<file path="src/rtl/m_prog_loader.sv">
// UART (8N1) program loader: header word count N, then N LE words written to instruction memory.
// Define PROG_LOADER_CHECKSUM_EN to require a trailing XOR checksum byte before DONE.
module m_prog_loader #(
    parameter int CLKS_PER_BIT = 100
) (
    input  logic        w_clk,
    input  logic        w_rst_n,
    input  logic        w_rxd,
    output logic        w_we,
    output logic [11:0] w_addr,
    output logic [31:0] w_data,
    output logic        w_proc_ce,
    output logic        w_busy,
    output logic        w_err
);

    localparam logic [1:0] RX_IDLE  = 2'd0;
    localparam logic [1:0] RX_START = 2'd1;
    localparam logic [1:0] RX_DATA  = 2'd2;
    localparam logic [1:0] RX_STOP  = 2'd3;

    localparam logic [2:0] ST_WAIT_HDR = 3'd0;
    localparam logic [2:0] ST_LOAD     = 3'd1;
    localparam logic [2:0] ST_DONE     = 3'd3;
    localparam logic [2:0] ST_ERR      = 3'd4;
`ifdef PROG_LOADER_CHECKSUM_EN
    localparam logic [2:0] ST_CHECK      = 3'd2;
    localparam logic [2:0] ST_AFTER_LOAD = ST_CHECK;
`else
    localparam logic [2:0] ST_AFTER_LOAD = ST_DONE;
`endif

    localparam logic [15:0] BIT_LAST  = 16'(CLKS_PER_BIT - 1);
    localparam logic [15:0] HALF_LAST = 16'(CLKS_PER_BIT / 2 - 1);

    logic        rxd_s1_q, rxd_s2_q, rxd_s3_q;
    logic [1:0]  rx_st_q, rx_st_d;
    logic [15:0] cnt_q, cnt_d;
    logic [2:0]  bit_q, bit_d;
    logic [7:0]  sh_q, sh_d;
    logic        rx_vld, rx_start_ok, rx_en;

    logic [2:0]  st_q, st_d;
    logic [1:0]  byte_q, byte_d;
    logic [23:0] word_q, word_d;
    logic [31:0] word_nxt;
    logic [12:0] n_q, n_d;
    logic        we_q, we_d;
    logic [11:0] addr_q, addr_d;
    logic [31:0] data_q, data_d;
    logic        busy_q, busy_d;
`ifdef PROG_LOADER_CHECKSUM_EN
    logic [7:0]  xor_q, xor_d;
`endif

    // The receiver is held idle once the load has finished either way.
    assign rx_en = (st_q != ST_DONE) && (st_q != ST_ERR);

    always_comb begin
        rx_st_d     = rx_st_q;
        cnt_d       = cnt_q;
        bit_d       = bit_q;
        sh_d        = sh_q;
        rx_vld      = 1'b0;
        rx_start_ok = 1'b0;
        case (rx_st_q)
            RX_IDLE: begin
                if (rxd_s3_q && !rxd_s2_q) begin
                    rx_st_d = RX_START;
                    cnt_d   = 16'd0;
                end
            end
            RX_START: begin
                if (cnt_q == HALF_LAST) begin
                    cnt_d = 16'd0;
                    bit_d = 3'd0;
                    if (rxd_s2_q) begin
                        rx_st_d = RX_IDLE;
                    end else begin
                        rx_st_d     = RX_DATA;
                        rx_start_ok = 1'b1;
                    end
                end else begin
                    cnt_d = cnt_q + 16'd1;
                end
            end
            RX_DATA: begin
                if (cnt_q == BIT_LAST) begin
                    cnt_d = 16'd0;
                    sh_d  = {rxd_s2_q, sh_q[7:1]};
                    bit_d = bit_q + 3'd1;
                    if (bit_q == 3'd7) rx_st_d = RX_STOP;
                end else begin
                    cnt_d = cnt_q + 16'd1;
                end
            end
            RX_STOP: begin
                if (cnt_q == BIT_LAST) begin
                    cnt_d   = 16'd0;
                    rx_vld  = 1'b1;
                    rx_st_d = RX_IDLE;
                end else begin
                    cnt_d = cnt_q + 16'd1;
                end
            end
            default: rx_st_d = RX_IDLE;
        endcase
        if (!rx_en) rx_st_d = RX_IDLE;
    end

    assign word_nxt = {sh_q, word_q};

    always_comb begin
        st_d   = st_q;
        byte_d = byte_q;
        word_d = word_q;
        n_d    = n_q;
        we_d   = 1'b0;
        addr_d = addr_q;
        data_d = data_q;
        busy_d = busy_q;
`ifdef PROG_LOADER_CHECKSUM_EN
        xor_d  = xor_q;
`endif
        if (st_q == ST_WAIT_HDR && rx_start_ok) busy_d = 1'b1;
        // Address saturates at the top of memory so N=4096 does not wrap to 0.
        if (we_q) begin
            if (addr_q != 12'hFFF) addr_d = addr_q + 12'd1;
            if ({1'b0, addr_q} == n_q - 13'd1) st_d = ST_AFTER_LOAD;
        end
        if (rx_vld && rx_en) begin
            if (!rxd_s2_q) begin
                st_d = ST_ERR;
            end else begin
                case (st_q)
                    ST_WAIT_HDR, ST_LOAD: begin
`ifdef PROG_LOADER_CHECKSUM_EN
                        xor_d  = xor_q ^ sh_q;
`endif
                        byte_d = byte_q + 2'd1;
                        case (byte_q)
                            2'd0:    word_d[7:0]   = sh_q;
                            2'd1:    word_d[15:8]  = sh_q;
                            2'd2:    word_d[23:16] = sh_q;
                            default: ;
                        endcase
                        if (byte_q == 2'd3) begin
                            if (st_q == ST_WAIT_HDR) begin
                                if (word_nxt > 32'd4096) begin
                                    st_d = ST_ERR;
                                end else if (word_nxt == 32'd0) begin
                                    st_d = ST_AFTER_LOAD;
                                end else begin
                                    n_d  = word_nxt[12:0];
                                    st_d = ST_LOAD;
                                end
                            end else begin
                                we_d   = 1'b1;
                                data_d = word_nxt;
                            end
                        end
                    end
`ifdef PROG_LOADER_CHECKSUM_EN
                    ST_CHECK: st_d = (sh_q == xor_q) ? ST_DONE : ST_ERR;
`endif
                    default: ;
                endcase
            end
        end
        if (st_d == ST_DONE || st_d == ST_ERR) busy_d = 1'b0;
    end

    always_ff @(posedge w_clk) begin
        if (!w_rst_n) begin
            rxd_s1_q <= 1'b1;
            rxd_s2_q <= 1'b1;
            rxd_s3_q <= 1'b1;
            rx_st_q  <= RX_IDLE;
            cnt_q    <= 16'd0;
            bit_q    <= 3'd0;
            sh_q     <= 8'd0;
            st_q     <= ST_WAIT_HDR;
            byte_q   <= 2'd0;
            word_q   <= 24'd0;
            n_q      <= 13'd0;
            we_q     <= 1'b0;
            addr_q   <= 12'd0;
            data_q   <= 32'd0;
            busy_q   <= 1'b0;
`ifdef PROG_LOADER_CHECKSUM_EN
            xor_q    <= 8'd0;
`endif
        end else begin
            rxd_s1_q <= w_rxd;
            rxd_s2_q <= rxd_s1_q;
            rxd_s3_q <= rxd_s2_q;
            rx_st_q  <= rx_st_d;
            cnt_q    <= cnt_d;
            bit_q    <= bit_d;
            sh_q     <= sh_d;
            st_q     <= st_d;
            byte_q   <= byte_d;
            word_q   <= word_d;
            n_q      <= n_d;
            we_q     <= we_d;
            addr_q   <= addr_d;
            data_q   <= data_d;
            busy_q   <= busy_d;
`ifdef PROG_LOADER_CHECKSUM_EN
            xor_q    <= xor_d;
`endif
        end
    end

    assign w_we      = we_q;
    assign w_addr    = addr_q;
    assign w_data    = data_q;
    assign w_proc_ce = (st_q == ST_DONE);
    assign w_busy    = busy_q;
    assign w_err     = (st_q == ST_ERR);

endmodule

</file>
<file path="config.mk">
export PLATFORM = sky130hd
export DESIGN_NAME = m_prog_loader
export DESIGN_NICKNAME = d
export VERILOG_FILES = /design/src/rtl/m_prog_loader.sv
export SDC_FILE = /design/constraint.sdc
export NUM_CORES = 1
export LEC_CHECK = 0
export BUFFER_PORTS_ARGS = -buffer_cell sky130_fd_sc_hd__buf_2
export CORE_MARGIN = 2
export CORE_UTILIZATION = 30
export DETAILED_ROUTE_END_ITERATION = 7
export GPL_ROUTABILITY_DRIVEN = 1
export SKIP_CTS_REPAIR_TIMING = 1
export SYNTH_ARGS = -nofsm -noshare
export SYNTH_HDL_FRONTEND = slang
export SYNTH_SLANG_ARGS = --single-unit
</file>
<file path="constraint.sdc">
create_clock -name w_clk -period 3.5 [get_ports w_clk]
set_input_delay 0.7 -clock w_clk [delete_from_list [all_inputs] [get_ports w_clk]]
set_output_delay 0.7 -clock w_clk [all_outputs]
set_load 0.01 [all_outputs]
</file>
After elaboration in Yosys (flattened, before gate mapping) --
Cells that the tools add are included.
Word-level totals: flip-flop bits (word level) 120, input bits 3, output and inout bits 48, logic and storage cells 105
Operators by class: $add $sub $neg 5, $lt $le $gt $ge 1, equal/unequal tests 23, muxes and demuxes 29, bitwise operators 4, reductions and logical operators 26
Operator list (number):
- $mux W16 | 3
- $pmux W16 S3 | 1
- $gt A32 B13 Y1 const B | 1
- $logic_not A32 Y1 | 1
- $mux W3 | 10
- $add A16 B1 Y16 const B | 1
- $eq A16 B6 Y1 const B | 1
- $eq A16 B7 Y1 const B | 1
- $reduce_and A5 Y1 | 3
- $mux W2 | 7
- $eq A12 B13 Y1 | 1
- $sub A13 B1 Y13 const B | 1
- $add A12 B1 Y12 const B | 1
- $ne A12 B12 Y1 const B | 1
- $reduce_and A4 Y1 | 3
- $ne A2 B2 Y1 const B | 5
- $eq A3 B3 Y1 const B | 3
- $eq A2 B2 Y1 const B | 4
- $pmux W2 S4 | 1
- $reduce_and A7 Y1 | 1
- $eq A3 B2 Y1 const B | 2
- $mux W1 | 6
- $pmux W3 S2 | 1
- $reduce_and A2 Y1 | 3
- other kinds (15) | 26

Depth between registers and ports, before layout --
Gate-level depths: netlist of the first run.
depth in word-level cells 12, gate-level depth with buffers 11, mapped depth without buffers 10

Worst setup path before layout of the first run --
Ideal clock, no wire load.
path kind flip-flop to flip-flop, from reg n_q[4], to reg busy_q, in the netlist w_busy, library setup time 0.122 ns, data arrival time 2.191 ns, data required time 3.378 ns, setup slack 1.187 ns, cell stages (with the launch flop) 11, path buffers 2, clock period less this slack 2.313 ns, cells stage by stage dfxtp_1 -> buf_6 -> or4_4 -> buf_6 -> o41ai_1 -> o32ai_1 -> o21ai_2 -> nand4_1 -> a21oi_2 -> and3_1 -> nor3_2
On the way: longest elaborated chain between the ends 12, elaborated cells between the ends (all ways) 13, classes of those cells add/sub (1); eq/ne (3); mux (7); reduce/logical (2)
RTL lines:
- start, declared | line 47 | logic [12:0] n_q, n_d;
- start signal, assigned | line 204 | n_q <= n_d;
- $sub A13 B1 Y13 (*) | line 129 | if ({1'b0, addr_q} == n_q - 13'd1) st_d = ST_AFTER_LOAD;
- $eq A12 B13 Y1 (*) | line 129
- $mux W3 (*) | line 129
- $mux W3 (*) | line 127 | if (we_q) begin
- $mux W3 | line 148 | if (st_q == ST_WAIT_HDR) begin
- $mux W3 | line 147 | if (byte_q == 2'd3) begin
- $mux W3 | line 135 | case (st_q)
- $mux W3 | line 132 | if (!rxd_s2_q) begin
- $mux W3 (*) | line 131 | if (rx_vld && rx_en) begin
- $eq A3 B2 Y1 / $eq A3 B3 Y1 (equally long branches) | line 170 | if (st_d == ST_DONE || st_d == ST_ERR) busy_d = 1'b0;
- $logic_or A1 B1 Y1 (*) | line 170
- $reduce_or A2 Y1 (no source line) (*)
- end signal, assigned | line 208 | busy_q <= busy_d;
- end, declared | line 51 | logic busy_q, busy_d;
Every way passes the cells marked *; elsewhere a longest branch is shown, timed or not. A chain may end at the register's enable or synchronous reset.

Final worst setup path of the first run --
from reg cnt_q[0], to reg n_q[11]
On the way: longest elaborated chain between the ends 5
RTL lines:
- start, declared | line 38 | logic [15:0] cnt_q, cnt_d;
- start signal, assigned | line 198 | cnt_q <= cnt_d;
- $eq A16 B7 Y1 | line 98 | if (cnt_q == BIT_LAST) begin
- $mux W1 | line 98
- $mux W1 | line 66 | case (rx_st_q)
- $logic_and A1 B1 Y1 | line 131
- $reduce_and A7 Y1 (no source line)
No other way between the ends.

==> flow_summary.toml, run 1 <==
[logic_synthesis]
synthTopCellsByArea = "dfxtp_1, nand2_1, a21oi_1"
synth_cell_types = 58
synth_nets = 662
netlist.area_leader.share_pct = 45.2
seq_area_frac_synth_pct = 45.2
yosysTopAreaCell = "dfxtp_1"
dominantRegCellSynth = "dfxtp_1"
synth.avg_cell_area_um2 = 8.19
yosys-top-cells-count = "nand2_1, dfxtp_1, a21oi_1"
ys_ff_latch = 120
yosysWarnings = 0
synth-edff-count = 0
synth_area_um2 = 5320
async_flop_share_pct = 0
yosysMostFrequentCell = "nand2_1"
syn_inst = 649

[global_route]
grtUsageTotal_pct = 14.3
grt_overflow = 0
use_met2_pct = 23.2
grt_antenna_before_repair = 0
grt_pass1_wl_um = 21000
grt_max_degree = 64
grt_pass1_vias = 4237
grtUsageMet1_pct = 17.9
use_met3_pct = 2.96
busiest_layer = "met2"

[clocking]
numCtsBuffers = 17
cts_buffer_depth = 2
clock_sinks = 120
clk-insertion-delay-late_ps = 420
cts_tree = "yes"
root_buffer = "clkbuf_16"
htree_levels = 4
clk_pin_slew_ps = 50

[routing]
antenna_left = 0
drc = 0
num_vias = 4473
totalWireLength_um = 12700
dr.pass1.iters = 4
wl_per_cell_um = 13.7
drtIter0Drc = 304
via_per_inst = 4.81

[sta]
fin_worst_skew_ps = 11.7
finalCritPeriodShare_pct = 79.3
finalMaxSlewViolations = 0
rsz0062_at_grt = "no"
tightest_slew_ps = 726
final-hold-violation-count = 0
setup_violations = 0
period_needed_ps = 2770
timing.fmax_ghz = 0.360
slew_headroom_pct = 51.5
fin_setup_tns_ps = 0

[die]
start_util_pct = 30.7
rows = 48
die_w_um = 137
die-area_um2 = 18800
design.core.area_um2 = 17300
die_h_um = 137
boundaryPins = 51

[worst_hold_path]
hp-class = "reg2reg"
worstHoldEndpoint = "rxd_s2_q"
min_path_cells = 1
hp-start = "rxd_s1_q"

[setup_path]
max_stage_delay_ps = 420
rr_worst_depth = 9
r2r-start = "cnt_q[0]"
r2r-end = "n_q[11]"
cp.required_ps = 3780
path_cells = "ha_1, and4b_1, nand4_1, buf_4, nor4b_2, and4_1, nand2_1, mux2i_1, nor2_1"
reg2reg_slack_ps = 730
crit_start = "cnt_q[0]"
crit_slowest_cell = "nor4b_2"
path_max_fanout = 13
cp.arrival_ps = 3050
worstSetupStartpointType = "register"
endpoint_kind = "register"
critPathKind = "reg2reg"

[pwr]
ir_drop_mv = 0.385
power_density_nw_per_um2 = 527
p_leak_nw = 2.42
power_w = 0.00336

[finish]
num_antenna_cells = 0
postLayoutCoreUtil_pct = 36.8
final_layout_size_suffix_gt1_share_pct = 14.6
layout.cells.non_filler = 930
synthToLayoutAreaGrowth_pct = 19.8
final_nets = 705

[place]
place.gp.congestion = 0.783
dp.cells = 898
portBuffers = 50
dp_hpwl_um = 8630

[outcome]
status = "completed"

[flow_run]
cap_violations = 0
metrics by stage:
stage,hold WS (ps),setup slack [ps],cell area [um2]
floorplan,386,1190,5320
global placement,396,805,5740
detailed placement,397,726,5740
CTS,410,724,6370
global route,436,481,6370
finish,404,725,6370
area by class of cell:
cell class	count	area [um2]
Inverter	17	63.8
Timing Repair Buffer	56	308
Clock inverter	11	170
Multi-Input combinational cell	480	2680
Tap cell	225	282
Clock buffer	21	460
Fill cell	1812	10900
Sequential cell	120	2400
cell families after synthesis:
logic type	Yosys count	synth area share, %
fa+ha+maj	10	2.35
xor+xnor	36	5.93
mux	17	3.25
compound gates	116	12.3
buf+inv	49	4.35
flops	120	45.2
simple gates	301	26.6
worst max-delay path, delay by kind of cell (launching register included):
kind,cells,cell delay (ps)
AND/OR/NAND/NOR,6,1470
flip-flops,1,400
multiplexers,1,310
adder cells (fa/ha/maj),1,250
buffers and inverters,1,200
worst max-delay path by stage:
stage	endpoint
after floorplan	w_busy
after global placement	n_q[5]
after detailed placement	n_q[11]
after CTS	n_q[11]
after global routing	n_q[4]
final	n_q[11]
sequential cells by signal, indices dropped and copies added (netlist names), named ones only:
| register | count |
|---|---|
| cnt_q | 16 |
| rxd_s3_q | 1 |
| rx_st_q | 1 |
| w_addr | 12 |
| bit_q | 3 |
| w_we | 1 |
| n_q | 13 |
| w_busy | 1 |
| w_data | 32 |
| rxd_s1_q | 1 |
| sh_q | 8 |
| byte_q | 2 |
| rxd_s2_q | 1 |
| st_q | 3 |
| word_q | 24 |
where the power goes:
group	internal [W]	switching, W	total, W
Sequential	0.00138	0.0000213	0.00140
Clock	0.00123	0.000631	0.00186
Combinational	0.0000350	0.0000642	0.0000992
routing by layer:
metal / vias up / share of wire, %
met4: 0 / 1.7
met1: 2102 / 47
met5: - / 0
li1: 2294 / -
met2: 62 / 48
met3: 15 / 3.3
layout by cell type, fill, tap and decap left out, types with 4 or more instances in the layout:
cell type,netlist,final
a21oi_1,76,76
and2_1,6,6
and3_1,6,6
buf_2,5,50
buf_4,3,5
bufinv_16,0,4
clkbuf_16,0,17
dfxtp_1,120,120
ha_1,10,10
inv_1,16,16
mux2i_1,15,15
nand2_1,145,145
nand2b_1,5,5
nand3_1,13,13
nand4_1,12,12
nor2_1,64,64
nor3_1,8,8
nor3b_1,4,4
nor4_1,13,13
o21ai_0,14,14
or3_1,5,5
xnor2_1,22,22
xor2_1,14,14
(Power assumes the default switching activity.)
==> inputs of run 2 (changes only) <==
==> constraint.sdc (replaced) <==
create_clock -name w_clk -period 2.23 [get_ports w_clk]
set_input_delay 0.446 -clock w_clk [delete_from_list [all_inputs] [get_ports w_clk]]
set_output_delay 0.446 -clock w_clk [all_outputs]
set_load 0.01 [all_outputs]
==> run 2 against run 1 <==
Net effect:
- the run now ends with setup timing left
- critical path depth unchanged
- first-iteration DRC count decreased by 11%
- sequential power is 55% higher
- clock skew decreased by 3.1 ps
- fmax grew 16%
- total power up 61%
- highest routed layer unchanged
- routed wire length up 14%
- register-to-register slack got worse by 890 ps
==> flow_summary.toml, run 2 (synthesized netlist as in run 1, its figures left out) <==
[outcome]
status = "complete, but fails checks"
violations = "setup timing"

[die]
die-area_um2 = 18800
rows = 48
design.core.area_um2 = 17300
boundaryPins = 51
start_util_pct = 30.7
die_w_um = 137
die_h_um = 137

[setup_path]
cpLargestDelayFamily = "simple AND/OR/NAND/NOR gates"
worstSetupPathDepth = 9
critPathKind = "reg2reg"
path_max_fanout = 6
endpoint_kind = "register"
worstSetupStartpointType = "register"
cp.arrival_ps = 2700
cp.required_ps = 2540
path_cells = "or4_4, buf_4, o41ai_4, o32ai_2, o21ai_2, nand4_1, a21oi_2, and3_1, nor3_2"
crit_buf_inv = 1
crit_slowest_cell = "or4_4"
max_stage_delay_ps = 610
rr_worst_depth = 9

[routing]
drc = 0
antenna_left = 0
totalWireLength_um = 14500
dr.pass1.iters = 4
drtIter0Drc = 272
via_per_inst = 4.87
num_vias = 4863
wl_per_cell_um = 14.5

[worst_hold_path]
min_path_cells = 2
hp-class = "in2reg"

[sta]
setup_violations = 47
period_needed_ps = 2400
timing.fmax_ghz = 0.418
fin_setup_tns_ps = -3030
finalMaxSlewViolations = 0
layout_setup_ws_ps = -165
finalCritPeriodShare_pct = 107
fin_worst_skew_ps = 8.64
rsz0062_at_grt = "yes"
tightest_slew_ps = 469
final-hold-violation-count = 0
slew_headroom_pct = 68.8

[finish]
postLayoutCoreUtil_pct = 43.1
layout_commonest_cell = "dfxtp_1"
largest_reg_flops = 32
nFillCells = 1712
num_antenna_cells = 0
final_nets = 774
final_cell_mix = "dfxtp_1, nand2_1, buf_4"
final_layout_size_suffix_gt1_share_pct = 35.9
fin_area_um2 = 7460
synthToLayoutAreaGrowth_pct = 40.4

[global_route]
grtUsageTotal_pct = 15.0
grt_overflow = 0
grt_pass1_vias = 4340
grt_max_degree = 84
grt_antenna_before_repair = 0
grt_pass1_wl_um = 22100

[clocking]
clock_sinks = 120
cts_buffer_depth = 2
htree_levels = 4
clk_pin_slew_ps = 60
root_buffer = "clkbuf_16"
clk-insertion-delay-late_ps = 420
numCtsBuffers = 17
cts_tree = "yes"

[pwr]
ir_drop_mv = 0.532
p_leak_nw = 3.09
power_w = 0.00542
power_density_nw_per_um2 = 726

[place]
place.gp.congestion = 0.854
post_dp_cell_area_um2 = 6240
portBuffers = 50
dp_hpwl_um = 9270

[flow_run]
cap_violations = 0
## run 2: cell count changes in the layout (fill, tap and decap cells not counted), sizes merged
| cell | change |
|---|---|
| clkinv | +3 |
| buf | +66 |
| clkbuf | -1 |
| bufinv | +1 |
## run 2: stage by stage
step                      hold WS, ps  cells  worst slack, ps
after floorplan                   386    649             1.27
final                             206    999             -165
after global placement            440    957            -55.2
after global routing              210    999             -306
after CTS                         194    989             -128
after detailed placement          441    957            -84.9
## run 2: worst reg2reg max path, stage by stage, from the launching register on
cell and delay (ps):
dfxtp_1 320, or4_4 610, buf_4 180, o41ai_4 230, o32ai_2 120, o21ai_2 170, nand4_1 180, a21oi_2 230
and3_1 200, nor3_2 50
## run 2: routing by layer
metal	routed length [um]	GRT usage (%)
met1	7060	21.1
met2	6660	22.1
met3	526	3.56
met4	286	5.90
met5	0	0
## run 2: cell type report
type	count	area [um2]	area share (%)
clock buffers	17	425	5.70
clock inverters	15	226	3.03
inverters	17	63.8	0.855
multi-input cells	480	3130	41.9
flip-flops and latches	120	2410	32.2
well taps	225	282	3.77
repair buffers	125	932	12.5
## run 2: final timing paths
kind                            startpoint  endpoint  slack, ps
worst min register to register    rxd_s1_q  rxd_s2_q        440
worst min-delay path                 w_rxd  rxd_s1_q        210
worst max-delay path                n_q[7]    w_busy       -170
worst max register to register      n_q[7]    w_busy       -170
## run 2: power breakdown
group	internal [W]	switching (W)	leakage, nW
clock	0.00198	0.00104	0.309
sequential	0.00216	0.00000812	0.968
combinational	0.0000853	0.000141	1.81
total	0.00423	0.00119	3.09
==> inputs of run 3 (changes only) <==
--- a/config.mk
+++ b/config.mk
@@ -10,6 +10,7 @@
 export CORE_UTILIZATION = 30
 export DETAILED_ROUTE_END_ITERATION = 7
 export GPL_ROUTABILITY_DRIVEN = 1
+export RECOVER_POWER = 25
 export SKIP_CTS_REPAIR_TIMING = 1
 export SYNTH_ARGS = -nofsm -noshare
 export SYNTH_HDL_FRONTEND = slang
==> run 3 against run 2 <==
Net effect:
- the run still ends with setup timing left
- setup slack about the same
- combinational power is essentially flat
- critical path depth did not move
- first-iteration DRC count up 9.9%
- global-route usage unchanged
- clock-buffer cell count stayed put
- critical endpoint unchanged
- largest cell class unchanged
- highest routed layer unchanged
==> flow_summary.toml, run 3 (synthesized netlist as in run 1, its figures left out) <==
[worst_hold_path]
min_path_cells = 2
hp-class = "in2reg"

[die]
design.core.area_um2 = 17300
die-area_um2 = 18800
start_util_pct = 30.7
die_h_um = 137
rows = 48
die_w_um = 137
boundaryPins = 51

[setup_path]
path_max_fanout = 6
cpLargestDelayFamily = "simple AND/OR/NAND/NOR gates"
endpoint_kind = "register"
crit_buf_inv = 1
path_cells = "or4_4, buf_4, o41ai_4, o32ai_2, o21ai_2, nand4_1, a21oi_2, and3_1, nor3_2"
worstSetupPathDepth = 9
critPathKind = "reg2reg"
max_stage_delay_ps = 610
cp.arrival_ps = 2700
cp.required_ps = 2530
reg2reg_slack_ps = -170
rr_worst_depth = 9
crit_slowest_cell = "or4_4"
worstSetupStartpointType = "register"

[outcome]
status = "complete, but fails checks"
violations = "setup timing"

[sta]
finalMaxSlewViolations = 0
period_needed_ps = 2400
hold_slack_ps = 209
rsz0062_at_grt = "yes"
tightest_slew_ps = 470
setup_violations = 47
timing.fmax_ghz = 0.417
fin_worst_skew_ps = 8.76
finalCritPeriodShare_pct = 107
slew_headroom_pct = 68.6
final-hold-violation-count = 0
layout_setup_ws_ps = -165

[routing]
dr.pass1.iters = 5
wl_per_cell_um = 14.5
antenna_left = 0
via_per_inst = 4.85
drc = 0
num_vias = 4845
totalWireLength_um = 14500
drtIter0Drc = 299

[clocking]
cts_tree = "yes"
cts_buffer_depth = 2
htree_levels = 4
clk_pin_slew_ps = 60
root_buffer = "clkbuf_16"
clk-insertion-delay-late_ps = 420
numCtsBuffers = 17
clock_sinks = 120

[finish]
fin_area_um2 = 7440
layout_commonest_cell = "dfxtp_1"
final_nets = 774
final_layout_size_suffix_gt1_share_pct = 33.2
num_antenna_cells = 0
final_cell_mix = "dfxtp_1, nand2_1, buf_4"
largest_reg_flops = 32
synthToLayoutAreaGrowth_pct = 39.9

[pwr]
power_w = 0.00541
power_density_nw_per_um2 = 727
ir_drop_mv = 0.525
p_leak_nw = 3.00

[global_route]
grtUsageTotal_pct = 15.0
grt_max_degree = 84
grt_overflow = 0
grt_pass1_wl_um = 22100
grt_pass1_vias = 4340
grt_antenna_before_repair = 0

[place]
portBuffers = 50
dp_hpwl_um = 9270
post_dp_cell_area_um2 = 6240
place.gp.congestion = 0.854

[flow_run]
cap_violations = 0
run 3: cell types whose count changed in the layout (fill, tap and decap cells not counted):
cell	previous run	this run
clkbuf_1	0	21
buf_2	50	29
run 3: layout make-up:
type / instances / area, um2
fill: 1713 / 9860
tap: 225 / 282
multi-input combinational: 480 / 3130
clock inverter: 15 / 226
timing repair buffer: 125 / 906
sequential: 120 / 2410
clock buffer: 17 / 425
inverter: 17 / 63.8
run 3: metrics by stage:
step	util (%)	std cells	worst slack, ps	setup TNS [ps]
after floorplan	-	649	1.27	0
after global placement	36.1	957	-55.2	-210
after detailed placement	36.1	957	-84.9	-625
after CTS	39.9	989	-128	-1440
after global routing	43.0	999	-306	-11480
final	43.0	999	-165	-3210
run 3: report_power, final:
| part | leakage (nW) | total [W] | internal, W | switching, W |
|---|---|---|---|---|
| logic | 1.72 | 0.000226 | 0.0000850 | 0.000141 |
| clock network | 0.309 | 0.00301 | 0.00198 | 0.00103 |
| registers | 0.968 | 0.00217 | 0.00216 | 0.00000811 |
run 3: path summary, 6_finish.rpt:
path / start / endpoint
worst max register to register: n_q[7] / w_busy
worst min-delay path: w_rxd / rxd_s1_q
worst min register to register: rxd_s1_q / rxd_s2_q
worst max-delay path: n_q[7] / w_busy
run 3: metal layers:
layer / up-vias / track usage (%) / part of all wire (%)
li1: 2435 / - / -
met1: 2307 / 21.1 / 49
met4: 0 / 5.90 / 1.7
met3: 17 / 3.56 / 3.4
met2: 86 / 22.1 / 46
met5: - / 0 / 0
